--- config.mk ---
export PLATFORM = sky130hd
export DESIGN_NAME = riscv_data_bus
export DESIGN_NICKNAME = d
export VERILOG_FILES = /design/src/rtl/riscv_bus_pkg.sv /design/src/rtl/riscv_bus_decoder.sv /design/src/rtl/riscv_data_bus.sv
export SDC_FILE = /design/constraint.sdc
export NUM_CORES = 1
export LEC_CHECK = 0
export ABC_AREA = 1
export CORE_MARGIN = 8
export CORE_UTILIZATION = 25
export CTS_BUF_LIST = sky130_fd_sc_hd__clkbuf_8
export CTS_CLUSTER_SIZE = 16
export DETAILED_ROUTE_END_ITERATION = 10
export PLACE_DENSITY = 0.68
export SLEW_MARGIN = 30
export SYNTH_ARGS = -nofsm -noshare
export SYNTH_HDL_FRONTEND = slang
export SYNTH_SLANG_ARGS = --single-unit
--- constraint.sdc ---
create_clock -name clk_i -period 1.35 [get_ports clk_i]
set_input_delay 0.27 -clock clk_i [delete_from_list [all_inputs] [get_ports clk_i]]
set_output_delay 0.27 -clock clk_i [all_outputs]
set_load 0.02 [all_outputs]
--- src/rtl/riscv_bus_pkg.sv ---
// Shared types and helpers for the riscv data/instruction-side slave interconnects.
package riscv_bus_pkg;

  typedef enum logic [1:0] {
    IDLE   = 2'd0,
    ACCESS = 2'd1,
    DONE   = 2'd2,
    ERR    = 2'd3
  } bus_state_t;

  localparam logic [31:0] DEFAULT_ERR_DATA = 32'hDEAD_BEEF;

  // Slave index width; a single slave still needs one bit to index with.
  function automatic int slv_idx_w(input int n);
    return (n <= 2) ? 1 : $clog2(n);
  endfunction

endpackage

--- src/rtl/riscv_bus_decoder.sv ---
// Address decoder: upper address bits select a slave; hit is low for unmapped indices.
// Purely combinational, no state and no flow control.
module riscv_bus_decoder
  import riscv_bus_pkg::*;
#(
  parameter int N_SLAVES = 4,
  parameter int OFFSET_W = 24,
  parameter int IDX_W    = slv_idx_w(N_SLAVES)
) (
  input  logic [31:0]      i_addr,
  output logic [IDX_W-1:0] o_idx,
  output logic             o_hit
);

  localparam int          SEL_W  = 32 - OFFSET_W;
  localparam logic [31:0] N_SLV  = 32'(N_SLAVES);

  logic [SEL_W-1:0] w_sel;

  assign w_sel = i_addr[31:OFFSET_W];
  assign o_idx = IDX_W'(w_sel);
  assign o_hit = (32'(w_sel) < N_SLV);

endmodule

--- src/rtl/riscv_data_bus.sv ---
// LSU-to-N-slave data interconnect: decode, registered request, ready wait, timeout/unmapped error.
// Accept-to-ready >= 2 cycles (1 for unmapped, TIMEOUT+1 on timeout); LSU holds req until ready.
module riscv_data_bus
  import riscv_bus_pkg::*;
#(
  parameter int          N_SLAVES = 4,
  parameter int          TIMEOUT  = 16,
  parameter int          OFFSET_W = 24,
  parameter logic [31:0] ERR_DATA = DEFAULT_ERR_DATA
) (
  input  logic                     clk_i,
  input  logic                     rst_i,
  input  logic                     mem_req_i,
  input  logic                     mem_we_i,
  input  logic [3:0]               mem_be_i,
  input  logic [31:0]              mem_addr_i,
  input  logic [31:0]              mem_wd_i,
  output logic [31:0]              mem_rd_o,
  output logic                     mem_ready_o,
  output logic [N_SLAVES-1:0]      slv_req_o,
  output logic                     slv_we_o,
  output logic [3:0]               slv_be_o,
  output logic [31:0]              slv_addr_o,
  output logic [31:0]              slv_wd_o,
  input  logic [N_SLAVES-1:0][31:0] slv_rd_i,
  input  logic [N_SLAVES-1:0]      slv_ready_i,
  output logic                     err_o,
  output logic [31:0]              err_addr_o
);

  localparam int             IDX_W   = slv_idx_w(N_SLAVES);
  localparam int             CNT_W   = $clog2(TIMEOUT);
  localparam logic [CNT_W-1:0] CNT_LAST = CNT_W'(TIMEOUT - 1);

  bus_state_t          r_state;
  bus_state_t          w_next;
  logic [IDX_W-1:0]    r_idx;
  logic [CNT_W-1:0]    r_cnt;
  logic                r_we;
  logic [3:0]          r_be;
  logic [31:0]         r_offs;
  logic [31:0]         r_wd;
  logic [31:0]         r_full_addr;
  logic [31:0]         r_rd;
  logic [31:0]         r_err_addr;

  logic [IDX_W-1:0]    w_idx;
  logic                w_hit;
  logic                w_sel_rdy;
  logic [31:0]         w_sel_rd;
  logic [N_SLAVES-1:0] w_req;

  riscv_bus_decoder #(
    .N_SLAVES (N_SLAVES),
    .OFFSET_W (OFFSET_W),
    .IDX_W    (IDX_W)
  ) u_dec (
    .i_addr (mem_addr_i),
    .o_idx  (w_idx),
    .o_hit  (w_hit)
  );

  // Only the latched slave is ever looked at, so stray ready from others is ignored.
  assign w_sel_rdy = slv_ready_i[r_idx];
  assign w_sel_rd  = slv_rd_i[r_idx];

  always_ff @(posedge clk_i) begin
    if (rst_i) begin
      r_state <= IDLE;
    end else begin
      r_state <= w_next;
    end
  end

  always_comb begin
    w_next = r_state;
    case (r_state)
      IDLE: begin
        if (mem_req_i) begin
          w_next = w_hit ? ACCESS : ERR;
        end
      end
      ACCESS: begin
        if (w_sel_rdy) begin
          w_next = DONE;
        end else if (r_cnt == CNT_LAST) begin
          w_next = ERR;
        end
      end
      DONE:    w_next = IDLE;
      ERR:     w_next = IDLE;
      default: w_next = IDLE;
    endcase
  end

  always_ff @(posedge clk_i) begin
    if (rst_i) begin
      r_idx       <= '0;
      r_cnt       <= '0;
      r_we        <= 1'b0;
      r_be        <= 4'b0;
      r_offs      <= 32'b0;
      r_wd        <= 32'b0;
      r_full_addr <= 32'b0;
      r_rd        <= 32'b0;
      r_err_addr  <= 32'b0;
    end else begin
      case (r_state)
        IDLE: begin
          if (mem_req_i) begin
            if (w_hit) begin
              r_idx       <= w_idx;
              r_cnt       <= '0;
              r_we        <= mem_we_i;
              r_be        <= mem_be_i;
              r_offs      <= 32'(mem_addr_i[OFFSET_W-1:0]);
              r_wd        <= mem_wd_i;
              r_full_addr <= mem_addr_i;
            end else begin
              r_rd       <= ERR_DATA;
              r_err_addr <= mem_addr_i;
            end
          end
        end
        ACCESS: begin
          if (w_sel_rdy) begin
            r_rd <= w_sel_rd;
          end else if (r_cnt == CNT_LAST) begin
            r_rd       <= ERR_DATA;
            r_err_addr <= r_full_addr;
          end else begin
            r_cnt <= r_cnt + 1'b1;
          end
        end
        default: ;
      endcase
    end
  end

  always_comb begin
    w_req = '0;
    if (r_state == ACCESS) begin
      w_req[r_idx] = 1'b1;
    end
  end

  assign slv_req_o   = w_req;
  assign slv_we_o    = r_we;
  assign slv_be_o    = r_be;
  assign slv_addr_o  = r_offs;
  assign slv_wd_o    = r_wd;
  assign mem_rd_o    = r_rd;
  assign mem_ready_o = (r_state == DONE) || (r_state == ERR);
  assign err_o       = (r_state == ERR);
  assign err_addr_o  = r_err_addr;

endmodule

## Word-level counts from Yosys, hierarchy flattened

Cells that the tools add are included.

| word-level totals | value |
|---|---|
| flip-flop bits (word level) | 165 |
| input port bits | 204 |
| word-level logic and storage cells | 62 |

| cells by class | value |
|---|---|
| add/sub/neg operators | 1 |
| magnitude comparators | 3 |
| equality and inequality tests | 11 |
| mux-type cells | 27 |
| reductions and logical operators | 10 |

Operators with widths:

| kind | count |
|---|---|
| 2-to-1 mux 32 bit | 9 |
| one-hot mux 32 bit (2 select lines) | 2 |
| binary-select mux 32 bit (select 2 bit) | 1 |
| 2-to-1 mux 4 bit | 5 |
| != test 2 bit (second input constant) | 6 |
| AND reduction 5 bit | 2 |
| less-than comparator 8 x 3 -> 1 bit (second input constant) | 1 |
| 2-to-1 mux 2 bit | 4 |
| one-hot mux 4 bit (2 select lines) | 1 |
| one-hot mux 2 bit (3 select lines) | 1 |
| adder 4 x 1 -> 4 bit (second input constant) | 1 |
| equality test 2 bit (second input constant) | 2 |
| equality test 4 bit (second input constant) | 1 |
| AND reduction 4 bit | 1 |
| less-than comparator 2 x 3 -> 1 bit (second input constant) | 1 |
| != test 3 bit (second input constant) | 1 |
| AND reduction 3 bit | 1 |
| binary-select mux 1 bit (select 2 bit) | 1 |
| demux 1 bit (select 2 bit) | 1 |
| equality test 2 x 1 -> 1 bit (second input constant) | 1 |
| >= comparator 2 x 1 -> 1 bit (second input constant) | 1 |
| logical NOT 2 bit | 1 |
| 2-to-1 mux 1 bit | 2 |
| AND reduction 2 bit | 1 |
| 4 further kinds | 4 |

## Longest topological paths before layout

| logic depth | value |
|---|---|
| depth in word-level cells | 5 |
| mapped depth | 11 |

## By module

Synthesis repeated with hierarchy kept, for this count alone.

| second synthesis, totals | value |
|---|---|
| cell total of the unflattened synthesis | 1039 |
| area, all modules | 6827.8 um^2 |

Modules (own cells, without submodules):

| module | instances | cells an instance | area each (um^2) | seq. area each (um^2) |
|---|---|---|---|---|
| riscv_data_bus | 1 | 1032 | 6791.5 | 2822.7 |
| riscv_bus_decoder | 1 | 7 | 36.3 | 0.0 |

## Least setup slack after synthesis

OpenSTA, ideal clock, no wires.

| timing | value |
|---|---|
| path type | reg-to-output |
| from | register r_idx[0] |
| to | output slv_req_o[0] |
| arrival | 1.242 ns |
| slack | -0.162 ns |
| cell stages (with the launch flop) | 5 |
| buffers on the path | 3 |
| cells stage by stage | dfxtp_1 -> buf_4 -> buf_2 -> buf_2 -> nor3_1 |

| on the way | value |
|---|---|
| longest elaborated chain between the ends | 5 |
| elaborated cells on any way between the ends | 6 |

RTL lines:

| element | RTL line | source |
|---|---|---|
| from (decl) | riscv_data_bus.sv:37 | `logic [IDX_W-1:0] r_idx;` |
| from (signal assigned) | riscv_data_bus.sv:112 | `r_idx <= w_idx;` |
| less-than comparator 2 x 3 -> 1 bit (implied by the code) or >= comparator 2 x 1 -> 1 bit (tied branches) | riscv_data_bus.sv:143 | `w_req[r_idx] = 1'b1;` |
| logical AND 1 bit (implied by the code) | riscv_data_bus.sv:143 |  |
| 2-to-1 mux 1 bit (implied by the code) | riscv_data_bus.sv:143 |  |
| demux 1 bit (select 2 bit) * | riscv_data_bus.sv:143 |  |
| 2-to-1 mux 4 bit * | riscv_data_bus.sv:142 | `if (r_state == ACCESS) begin` |
| to (decl) | riscv_data_bus.sv:20 | `output logic [N_SLAVES-1:0] slv_req_o,` |

Mark *: on every way between the ends. The rest lies on a longest branch, timed or not.

## Worst setup path after layout

| timing | value |
|---|---|
| from | register r_state[1] |
| to | register r_err_addr[30], in the netlist err_addr_o[30] |

| on the way | value |
|---|---|
| longest elaborated chain between the ends | 3 |
| elaborated cells on any way between the ends | 9 |

RTL lines:

| element | RTL line | source |
|---|---|---|
| from (decl) | riscv_data_bus.sv:35 | `bus_state_t r_state;` |
| from (signal assigned) | riscv_data_bus.sv:71 | `r_state <= w_next;` |
| equality test 2 x 1 -> 1 bit or logical NOT 2 bit (tied branches) | riscv_data_bus.sv:108 | `case (r_state)` |
| != test 2 bit (no source line) or nonzero test 2 bit (tied branches) | - |  |
| AND reduction 5 bit (no source line) | - |  |
| to (signal assigned) | riscv_data_bus.sv:121 | `r_err_addr <= mem_addr_i;` |
| to (signal assigned) | riscv_data_bus.sv:130 | `r_err_addr <= r_full_addr;` |
| to (decl) | riscv_data_bus.sv:45 | `logic [31:0] r_err_addr;` |

Several ways; a longest one is shown, not always the timed one.
A chain may end at the register's enable or synchronous reset.

==> results.yml <==
status:
  status: "finished with violations"
  violations: "negative setup slack"
critical_path:
  cp_common_cell: "nand2_4"
  crit_chain: "inv_2 > nand2_4 > inv_4 > buf_6 > buf_6 > nand2_4 > nand2_4 > inv_4 > nand3_4 > buf_12 > clkbuf_16 > nand2_4 > nand2_1 > nor2_1"
  start_kind: "register"
  worst_path_largest_cell_delay_ns: 0.35
  crit_required_ns: 1.74
  path_max_fanout: 5
  worst-path-buf-inv: 7
  path_delay_family: "buffers and inverters"
  critPathKind: "register to register"
  worstPathArrival_ns: 2.01
  endpoint_kind: "register"
  crit_path_top_delay_cell: "dfxtp_2"
cts:
  clk_latency_ns: 0.45
  cts.reportedPaths.clkPinSlew_ns: 0.09
  ctsHtreeMaxLevel: 4
  cts_buffer_depth: 2
  cts_buffers: 17
  root_buffer: "clkbuf_8"
  cts_tree: "yes"
  cts_sinks: 139
route:
  ant_nets: 0
  vias: 8230
  drt_first_pass_iters: 5
  drc: 0
  wirelength_mm: 30.4
  drt_iter0_markers: 297
  wl_per_cell_um: 16.4
  vias_per_cell: 4.42
die:
  start_util_pct: 25.3
  die_height_um: 183
  io_pins: 343
  dieArea_um2: 33600
  core-area_um2: 27600
  die-width_um: 183
  rows: 61
finish:
  stdcell_count: 1860
  final_core_util_pct: 45.0
  area_delta_synth_final_pct: 77.8
  fillers: 2769
  final_nets: 1673
  stdcell_area_um2: 12400
  drive_gt1_share_pct: 30.1
placement:
  dp.cells: 1774
  io_buffers: 334
  finalWeightedCongestion: 0.922
  place_ws_ns: -0.536
  dpl_cell_area_um2: 10900
  dp_hpwl_mm: 20.6
grt:
  gr-usage-all-layers_pct: 17.1
  grt_pass1_vias: 8148
  grt_pass1_wl_mm: 45.2
  grt_max_degree: 51
  antenna_found_initial: 1
  grt_overflow_total: 0
sta:
  final-setup-viol-count: 138
  hold_ws_ns: 0.436
  finalMaxSlewViolations: 0
  period_needed_ns: 1.62
  fin_crit_sh_pct: 120
  rsz0062_at_grt: "true"
  layout_setup_ws_ns: -0.268
  hold_viol: 0
  fmax_mhz: 618
  tns_ns: -22.22
  worst_clock_skew_ns: 0.0121
synthesis:
  yosys.area.top_type: "dfxtp_1"
  synth.distinct_cells: 23
  synth_top_area_share_pct: 39.8
  avgSynthCellArea_um2: 6.39
  synthesis.area_um2: 6990
  synth_seq_cells: 139
  yosys_warnings: 0
  syn-instance-count: 1094
  ys_top_cells_by_area: "dfxtp_1 (40%), nor2_1 (16%), o21ai_0 (11%)"
  synth-seq-area-share_pct: 39.8
hold_path:
  min_path_type: "primary input to register"
power_and_ir_drop:
  leakagePower_nw: 5.69
  total_power_mw: 16.2
  irDropWorstVdd_mv: 0.559
  power.density_nw_per_um2: 1300
run:
  max-cap-violations: 0
-- cells in the final DEF (no fill, tap or decap), types with 16 or more instances in the layout --
cell / instances
clkbuf_8: 18
dfxtp_1: 134
nand2_4: 23
buf_4: 55
o21ai_0: 107
nand2_1: 129
nand2_2: 46
a21oi_2: 18
nor2_1: 267
a21oi_1: 16
o21ai_2: 21
o21ai_1: 25
inv_1: 105
buf_12: 27
o22ai_1: 24
nor2_2: 20
buf_2: 124
clkdlybuf4s50_1: 203
-- final cells by class --
cell class                 instances  area (um2)  share of cell area [%]
timing repair buffer             450        4460                    35.8
multi-input combinational        747        3840                    30.9
sequential                       139        2790                    22.5
tap                              378         473                    3.80
inverter                         113         450                    3.62
clock buffer                      18         248                    1.99
clock inverter                    14         169                    1.36
antenna                            1        2.50                  0.0201
-- final timing paths --
path / start / end / slack (ns) / cells past startpoint
worst max-delay path: r_state[1] / err_addr_o[30] / -0.27 / 14
worst min-delay path: mem_wd_i[12] / slv_wd_o[12] / 0.44 / 3
worst max register to register: r_state[1] / err_addr_o[30] / -0.27 / 14
worst min register to register: r_full_addr[31] / r_full_addr[31] / 0.45 / 2
-- cells by family after synthesis --
group	synth area share (%)
buf+inv	14.7
flops	39.8
simple gates	29.6
fa+ha+maj	0.179
other cells	0.0536
compound gates	15.7
-- synthesized netlist by cell type --
cell / n
nor2_1: 292
nand2_1: 194
o21ai_0: 154
dfxtp_1: 139
inv_1: 107
buf_4: 37
a21oi_1: 35
clkbuf_1: 31
buf_2: 25
o22ai_1: 24
nand3_1: 18
nor3_1: 8
buf_6: 6
inv_2: 5
nand2_2: 4
buf_1: 3
nand2_4: 3
nand3_2: 3
or2_2: 2
conb_1: 1
ha_1: 1
inv_4: 1
nand3_4: 1
-- power breakdown --
part / total, mW / leakage [nW] / internal, mW / switching (mW)
Sequential: 5.02 / 1.14 / 4.72 / 0.307
Clock: 3.69 / 0.214 / 1.89 / 1.80
Combinational: 7.43 / 4.33 / 3.51 / 3.93
-- flip-flops by register name, indices dropped and copies added (netlist names) --
| signal | flops |
|---|---|
| err_addr_o | 32 |
| slv_we_o | 1 |
| r_idx | 1 |
| r_cnt | 4 |
| slv_wd_o | 32 |
| r_full_addr | 31 |
| slv_be_o | 4 |
| r_state | 2 |
| mem_rd_o | 32 |
-- tightest hold or removal path, cell delays in order --
cell             delay (ns)
clkdlybuf4s50_1        0.39
o21ai_1                0.13
nor2_1                 0.04
-- per-layer routing --
metal | share of wire (%) | track usage, %
met3 | 8.2 | 5.78
met4 | 2.5 | 6.21
met1 | 41 | 19.5
met5 | 0 | 0
met2 | 48 | 29.5
-- repair_timing --
| item | 4_1_cts | 5_1_grt |
|---|---|---|
| resized for setup | 675 | 131 |
| gates cloned | 19 | 4 |
| pin swaps | 12 | 53 |
| buffers inserted | 24 | 12 |
| endpoints found under the setup margin | 262 | 151 |
| hold buffers | 0 | 0 |
No activity file was read; power rests on OpenSTA's default activity.
